$ cat config.mk
export PLATFORM = sky130hd
export DESIGN_NAME = uart_rx_axis
export DESIGN_NICKNAME = d
export VERILOG_FILES = /design/src/rtl/uart_rx_axis.sv
export SDC_FILE = /design/constraint.sdc
export NUM_CORES = 1
export LEC_CHECK = 0
export BUFFER_PORTS_ARGS = -buffer_cell sky130_fd_sc_hd__buf_2
export CORE_MARGIN = 2
export CORE_UTILIZATION = 37
export DETAILED_ROUTE_END_ITERATION = 7
export SLEW_MARGIN = 15
export SYNTH_ARGS = -nofsm -noshare
export SYNTH_HDL_FRONTEND = slang
export SYNTH_SLANG_ARGS = --single-unit
$ cat constraint.sdc
create_clock -name clk -period 2.2 [get_ports clk]
set_input_delay 0.11 -clock clk [delete_from_list [all_inputs] [get_ports clk]]
set_output_delay 0.11 -clock clk [all_outputs]
set_load 0.01 [all_outputs]
$ cat src/rtl/uart_rx_axis.sv
// UART receiver: 8N1-style frames of DATA_WIDTH bits, LSB first, mid-bit sampled,
// delivered on an AXI-stream master with overrun and framing error pulses.
`timescale 1ns/1ps
module uart_rx_axis #(
  parameter int DATA_WIDTH = 16
) (
  input  logic                  clk,
  input  logic                  rst,
  output logic [DATA_WIDTH-1:0] m_axis_tdata,
  output logic                  m_axis_tvalid,
  input  logic                  m_axis_tready,
  input  logic                  rxd,
  output logic                  busy,
  output logic                  overrun_error,
  output logic                  frame_error,
  input  logic [15:0]           prescale
);

  localparam int BW = $clog2(DATA_WIDTH + 2);

  typedef enum logic [1:0] {IDLE, START, DATA, STOP} state_t;

  logic                  rxd_meta_reg, rxd_s_reg;
  state_t                state_reg, state_next;
  logic [18:0]           cnt_reg, cnt_next;
  logic [BW-1:0]         bit_cnt_reg, bit_cnt_next;
  logic [DATA_WIDTH-1:0] shift_reg, shift_next;
  logic [15:0]           p_reg, p_next;
  logic [DATA_WIDTH-1:0] tdata_reg, tdata_next;
  logic                  tvalid_reg, tvalid_next;
  logic                  overrun_reg, overrun_next;
  logic                  frame_err_reg, frame_err_next;

  logic [15:0] p_in;
  logic [18:0] half_in, full_period;

  // A zero prescale would give a zero-length bit; clamp it to one unit.
  assign p_in        = (prescale == 16'd0) ? 16'd1 : prescale;
  assign half_in     = {1'b0, p_in, 2'b00} - 19'd1;
  assign full_period = {p_reg, 3'b000} - 19'd1;

  always_ff @(posedge clk) begin
    if (rst) begin
      rxd_meta_reg <= 1'b1;
      rxd_s_reg    <= 1'b1;
    end else begin
      rxd_meta_reg <= rxd;
      rxd_s_reg    <= rxd_meta_reg;
    end
  end

  always_ff @(posedge clk) begin
    if (rst) begin
      state_reg     <= IDLE;
      cnt_reg       <= '0;
      bit_cnt_reg   <= '0;
      shift_reg     <= '0;
      p_reg         <= '0;
      tdata_reg     <= '0;
      tvalid_reg    <= 1'b0;
      overrun_reg   <= 1'b0;
      frame_err_reg <= 1'b0;
    end else begin
      state_reg     <= state_next;
      cnt_reg       <= cnt_next;
      bit_cnt_reg   <= bit_cnt_next;
      shift_reg     <= shift_next;
      p_reg         <= p_next;
      tdata_reg     <= tdata_next;
      tvalid_reg    <= tvalid_next;
      overrun_reg   <= overrun_next;
      frame_err_reg <= frame_err_next;
    end
  end

  always_comb begin
    state_next     = state_reg;
    cnt_next       = cnt_reg;
    bit_cnt_next   = bit_cnt_reg;
    shift_next     = shift_reg;
    p_next         = p_reg;
    tdata_next     = tdata_reg;
    tvalid_next    = tvalid_reg;
    overrun_next   = 1'b0;
    frame_err_next = 1'b0;

    if (tvalid_reg && m_axis_tready) tvalid_next = 1'b0;

    case (state_reg)
      IDLE: begin
        if (!rxd_s_reg) begin
          p_next     = p_in;
          cnt_next   = half_in;
          state_next = START;
        end
      end
      START: begin
        if (cnt_reg != 19'd0) begin
          cnt_next = cnt_reg - 19'd1;
        end else if (rxd_s_reg) begin
          state_next = IDLE;
        end else begin
          cnt_next     = full_period;
          bit_cnt_next = BW'(DATA_WIDTH);
          state_next   = DATA;
        end
      end
      DATA: begin
        if (cnt_reg != 19'd0) begin
          cnt_next = cnt_reg - 19'd1;
        end else begin
          shift_next   = {rxd_s_reg, shift_reg[DATA_WIDTH-1:1]};
          bit_cnt_next = bit_cnt_reg - BW'(1);
          cnt_next     = full_period;
          if (bit_cnt_reg == BW'(1)) state_next = STOP;
        end
      end
      STOP: begin
        if (cnt_reg != 19'd0) begin
          cnt_next = cnt_reg - 19'd1;
        end else begin
          // A word written during a handshake cycle replaces the consumed one cleanly.
          if (rxd_s_reg) begin
            tdata_next   = shift_reg;
            tvalid_next  = 1'b1;
            overrun_next = tvalid_reg && !m_axis_tready;
          end else begin
            frame_err_next = 1'b1;
          end
          state_next = IDLE;
        end
      end
      default: state_next = IDLE;
    endcase
  end

  assign m_axis_tdata  = tdata_reg;
  assign m_axis_tvalid = tvalid_reg;
  assign busy          = (state_reg != IDLE);
  assign overrun_error = overrun_reg;
  assign frame_error   = frame_err_reg;

endmodule

# Word-level counts from Yosys, hierarchy flattened
# Cells that the tools add are included.
# op_classes
n_addsub	4
n_eq_ne	12
reduce_logical	16
bitwise_logic	3
n_mux	23
# ops
cell	n
2-to-1 mux 19 bit	5
case mux 19 bit (4 select lines)	1
subtractor 19 x 1 -> 19 bit (second input constant)	2
nonzero test 19 bit	1
subtractor 18 x 1 -> 19 bit (second input constant)	1
logical NOT 16 bit	1
2-to-1 mux 16 bit	1
2-to-1 mux 5 bit	3
!= test 2 bit (second input constant)	7
2-to-1 mux 2 bit	6
case mux 5 bit (2 select lines)	1
case mux 2 bit (4 select lines)	1
AND reduction 3 bit	2
equality test 5 x 1 -> 1 bit (second input constant)	1
2-to-1 mux 1 bit	5
AND reduction 5 bit	1
subtractor 5 x 1 -> 5 bit (second input constant)	1
equality test 2 bit (second input constant)	2
AND reduction 2 bit	2
AND reduction 4 bit	1
nonzero test 2 bit	2
OR reduction 4 bit	1
!= test 3 bit (second input constant)	1
inverter 1 bit	3
other kinds (5)	6
# word_totals
register_bits	79
word_cells	69
inputBits	20

# Depth between registers and ports, before layout
# depth
ltp_word	5
ltp_mapped	11
mapped_depth_nobuf	10

# Worst setup path after synthesis
# No wires, ideal clock.
# synth_timing
path_type	reg-to-reg
start	reg cnt_reg[12]
end	reg cnt_reg[12]
arrival_ns	2.367
setup_slack_ns	-0.285
setup_time_ns	0.117
required_ns	2.083
period_less_slack_ns	2.485
path_stages_with_launch	8
path_cell_list	dfxtp_1 -> or4_1 -> clkbuf_2 -> or4_4 -> o21ai_4 -> o22ai_1 -> or3_1 -> a32o_1
# synth_via
elab_chain_cells	3
elab_cells_between_ends	9
# synth_lines
element	line_no	source
start: declaration	25	logic [18:0] cnt_reg, cnt_next;
start signal: assignment	65	cnt_reg <= cnt_next;
subtractor 19 x 1 -> 19 bit / nonzero test 19 bit (equally long branches)	-	
2-to-1 mux 19 bit, or another cell as far along	119	if (cnt_reg != 19'd0) begin
case mux 19 bit (4 select lines) / AND reduction 3 bit (equally long branches)	-	
# Parallel ways exist; a longest one is shown, timed or not. The select of a mux whose other input is x is not followed.
# A chain may end at the register's enable or synchronous reset.

# Worst setup path in the final report
# layout_timing
start	reg cnt_reg[13]
end	reg cnt_reg[11]
# layout_via
elab_chain_cells	3
elab_cells_between_ends	7
# layout_lines
element	line_no	source
nonzero test 19 bit (*)	98, 109, 119	
2-to-1 mux 19 bit, or another cell as far along	109	if (cnt_reg != 19'd0) begin
case mux 19 bit (4 select lines) / AND reduction 3 bit (equally long branches)	-	
# Mark *: on every way between the ends. The rest lies on a longest branch, timed or not.

==> out/metrics.csv <==
stage;metric;value;unit
synthesis;ys.flop_type;dfxtp_1;
clocking;cts_buffers;9;
route;routed_wl;14.2;mm
synthesis;yosysWarnings;0;
timing;fin_crit_sh;110;%
global_routing;grt_first_pass_wirelength;21.8;mm
worst_setup_path;worst-path-buf-inv;1;
route;drcViolationCount;0;
timing;setup_tns;-6330;ps
worst_setup_path;cp.required;2430;ps
placed_design;portBuffers;39;
die;rows;39;
worst_setup_path;critPathMostFrequentCell;or4_4;
synthesis;async_flop_share;0;%
synthesis;synth_seq_cells;79;
worst_setup_path;critPathKind;flip-flop to flip-flop;
final_layout;nNetsFinal;733;
clocking;clock_path_buffers;2;
final_layout;drive_above_1_share;33.5;%
flow_run;cap_violations;0;
hold_path;hold_class;input pin to flip-flop;
power;power_density;907;mW/mm²
route;drt_pass1_iterations;8;
worst_setup_path;endpoint_kind;flip-flop;
clocking;clock_latency;330;ps
synthesis;synth-edff-count;0;
final_layout;syn_to_final_growth;42.1;%
global_routing;antenna_found_initial;0;
timing;period_minus_slack;2420;ps
timing;slew-limit-headroom;57.5;%
synthesis;synth-seq-area-share;35.8;%
worst_setup_path;path_cells;or4_4, or4_4, o31ai_4, buf_6, nor2_4, a21boi_2, a32o_1;
timing;setup_slack;-217;ps
placed_design;place_ws;-374;ps
global_routing;grt_pass1_vias;4406;
clocking;root_buffer;clkbuf_16;
synthesis;postSynthAreaPerCell;7.71;µm²
die;fp.dieW;113;µm
power;ir_drop;0.501;mV
clocking;cts_tree;built;
final_layout;largest_reg_flops;19;
timing;hold_violations;0;
timing;drv_slew;0;
worst_setup_path;path_max_fanout;5;
synthesis;syn_inst;573;
worst_setup_path;start_kind;flip-flop;
timing;max_freq;414;MHz
synthesis;synth_area;0.00442;mm²
die;initial_core_util;38.3;%
global_routing;track_usage;21.2;%
power;cellLeakagePower;0.00241;µW
synthesis;syn_nets;604;
worst_setup_path;critical-path-max-stage-delay;620;ps
worst_setup_path;crit_family;simple AND/OR/NAND/NOR gates;
timing;setup_violations;56;
placed_design;gp_congestion;0.931;
die;die_area;0.0128;mm²
clocking;cts_max_level;3;
timing;fin_skew;6.73;ps
worst_setup_path;cp_slowest_cell;or4_4;
final_layout;diodes;0;
synthesis;synth.distinct_cells;63;
route;ant_nets;0;
power;finalPower;5690;µW
clocking;cts.sinks;79;
die;fp.dieH;113;µm
worst_setup_path;cp.arrival;2640;ps
placed_design;place_area;0.00541;mm²
route;via_per_inst;5.59;
route;drt_first_iter_violations;349;
global_routing;grt_overflow;0;
clocking;clkSlewWorstSetupHoldPaths;60;ps
timing;rsz0062_at_grt;yes;
die;io_pins;40;
global_routing;grt_start_max_net_pins;28;
final_layout;fin_area;0.00628;mm²
route;vias;4753;
route;wl_per_cell;16.8;µm
die;coreArea;0.0115;mm²
outcome;status;complete, but fails checks;
timing;worst_pin_slew;637;ps
placed_design;place_hpwl;9.85;mm
outcome;violations;setup timing;
worst_setup_path;rrSetupSlack;-220;ps
==> where the power goes <==
group / internal, µW / switching (µW)
Combinational: 1220 / 1440
Clock: 813 / 633
Sequential: 1520 / 65.6
Total: 3550 / 2140
==> cell usage after synthesis, types with 2 or more instances <==
master	count	share of area, %
nand2_1	131	11
dfxtp_1	79	36
a21oi_1	66	7.5
nor2_1	31	2.6
nand3_1	23	2.6
xnor2_1	23	4.6
nor3_1	22	2.5
clkbuf_1	21	1.8
xor2_1	17	3.4
inv_1	13	1.1
ha_1	11	3.1
nor4_1	10	1.4
o21ai_0	10	1.1
nand4_1	7	0.99
or3_1	7	0.99
a31oi_1	6	0.85
o221ai_1	6	1.2
or4_1	6	1.0
buf_4	5	0.85
nor3b_1	5	0.85
o21a_1	5	0.85
a211oi_1	4	0.68
a311oi_1	4	0.79
a32o_1	4	0.91
or2_2	4	0.57
a21boi_0	3	0.51
buf_2	3	0.34
nand2b_1	3	0.43
nand3b_1	3	0.51
o211ai_1	3	0.51
a221oi_2	2	0.68
nor2_2	2	0.28
o22ai_1	2	0.28
o311ai_0	2	0.40
o31a_1	2	0.40
==> final cells by class <==
class	instances	area [µm²]
sequential	79	1580
multi-input combinational	450	2960
timing repair buffer	149	1210
clock buffer	10	239
fill	1050	5240
clock inverter	6	52.6
inverter	13	48.8
tap	143	179
==> timing repair <==
action | 4_1_cts | 5_1_grt
pin swaps | 15 | 24
resized for setup | 41 | 38
endpoints found under the setup margin | 58 | 60
hold endpoints to repair | 1 | 0
setup buffers | 12 | 4
hold buffers | 1 | 0
gates cloned | 1 | 5
==> through the flow <==
step / util (%) / cells / hold slack [ps]
final: 54.5 / 850 / 51.0
after floorplan: - / 573 / 214
after global routing: 54.5 / 850 / 69.1
after global placement: 47.0 / 814 / 300
after detailed placement: 47.0 / 814 / 300
after CTS: 51.8 / 843 / 45.8
==> final timing paths <==
kind,to,startpoint,depth (start not counted)
max reg2reg,cnt_reg[11],cnt_reg[13],7
min reg2reg,rxd_s_reg,rxd_meta_reg,1
min,p_reg[5],prescale[5],3
max,cnt_reg[11],cnt_reg[13],7
==> per-layer routing <==
| metal | global-route usage (%) | vias up | share of wire, % |
|---|---|---|---|
| met5 | 0 | - | 0 |
| met4 | 5.93 | 0 | 1.3 |
| met3 | 3.43 | 16 | 5.0 |
| met2 | 34.7 | 132 | 47 |
| met1 | 29.0 | 2311 | 46 |
| li1 | - | 2294 | - |
==> worst min-delay path, delay by kind of cell <==
| kind | cells | cell delay (ps) |
|---|---|---|
| AND/OR/NAND/NOR | 1 | 60 |
| buffers and inverters | 1 | 120 |
| AO/OA/AOI/OAI | 1 | 50 |
==> cells by family (layout without fill, tap and decap cells) <==
family          after synthesis  in the layout  share of synthesized area (%)
simple gates                267            267                           29.1
flops                        79             79                           35.8
buf+inv                      44            178                           4.28
mux                           1              1                          0.227
compound gates              131            131                           19.6
xor+xnor                     40             40                           7.93
fa+ha+maj                    11             11                           3.12
==> cells in the final DEF, fill, tap and decap left out, drive strengths merged, types with 2 or more instances in the layout <==
cell / Yosys / final
a211oi: 4 / 4
a21boi: 3 / 3
a21oi: 66 / 66
a221oi: 3 / 3
a311oi: 4 / 4
a31oi: 6 / 6
a32o: 4 / 4
buf: 9 / 143
clkbuf: 22 / 15
clkinvlp: 0 / 2
dfxtp: 79 / 79
ha: 11 / 11
inv: 13 / 16
nand2: 131 / 131
nand2b: 3 / 3
nand3: 23 / 23
nand3b: 4 / 4
nand4: 7 / 7
nor2: 33 / 33
nor3: 22 / 22
nor3b: 5 / 5
nor4: 12 / 12
o211ai: 3 / 3
o21a: 5 / 5
o21ai: 11 / 11
o221ai: 6 / 6
o22ai: 2 / 2
o311ai: 2 / 2
o31a: 2 / 2
o31ai: 2 / 2
or2: 5 / 5
or3: 7 / 7
or4: 7 / 7
xnor2: 23 / 23
xor2: 17 / 17
(Power assumes the default switching activity.)
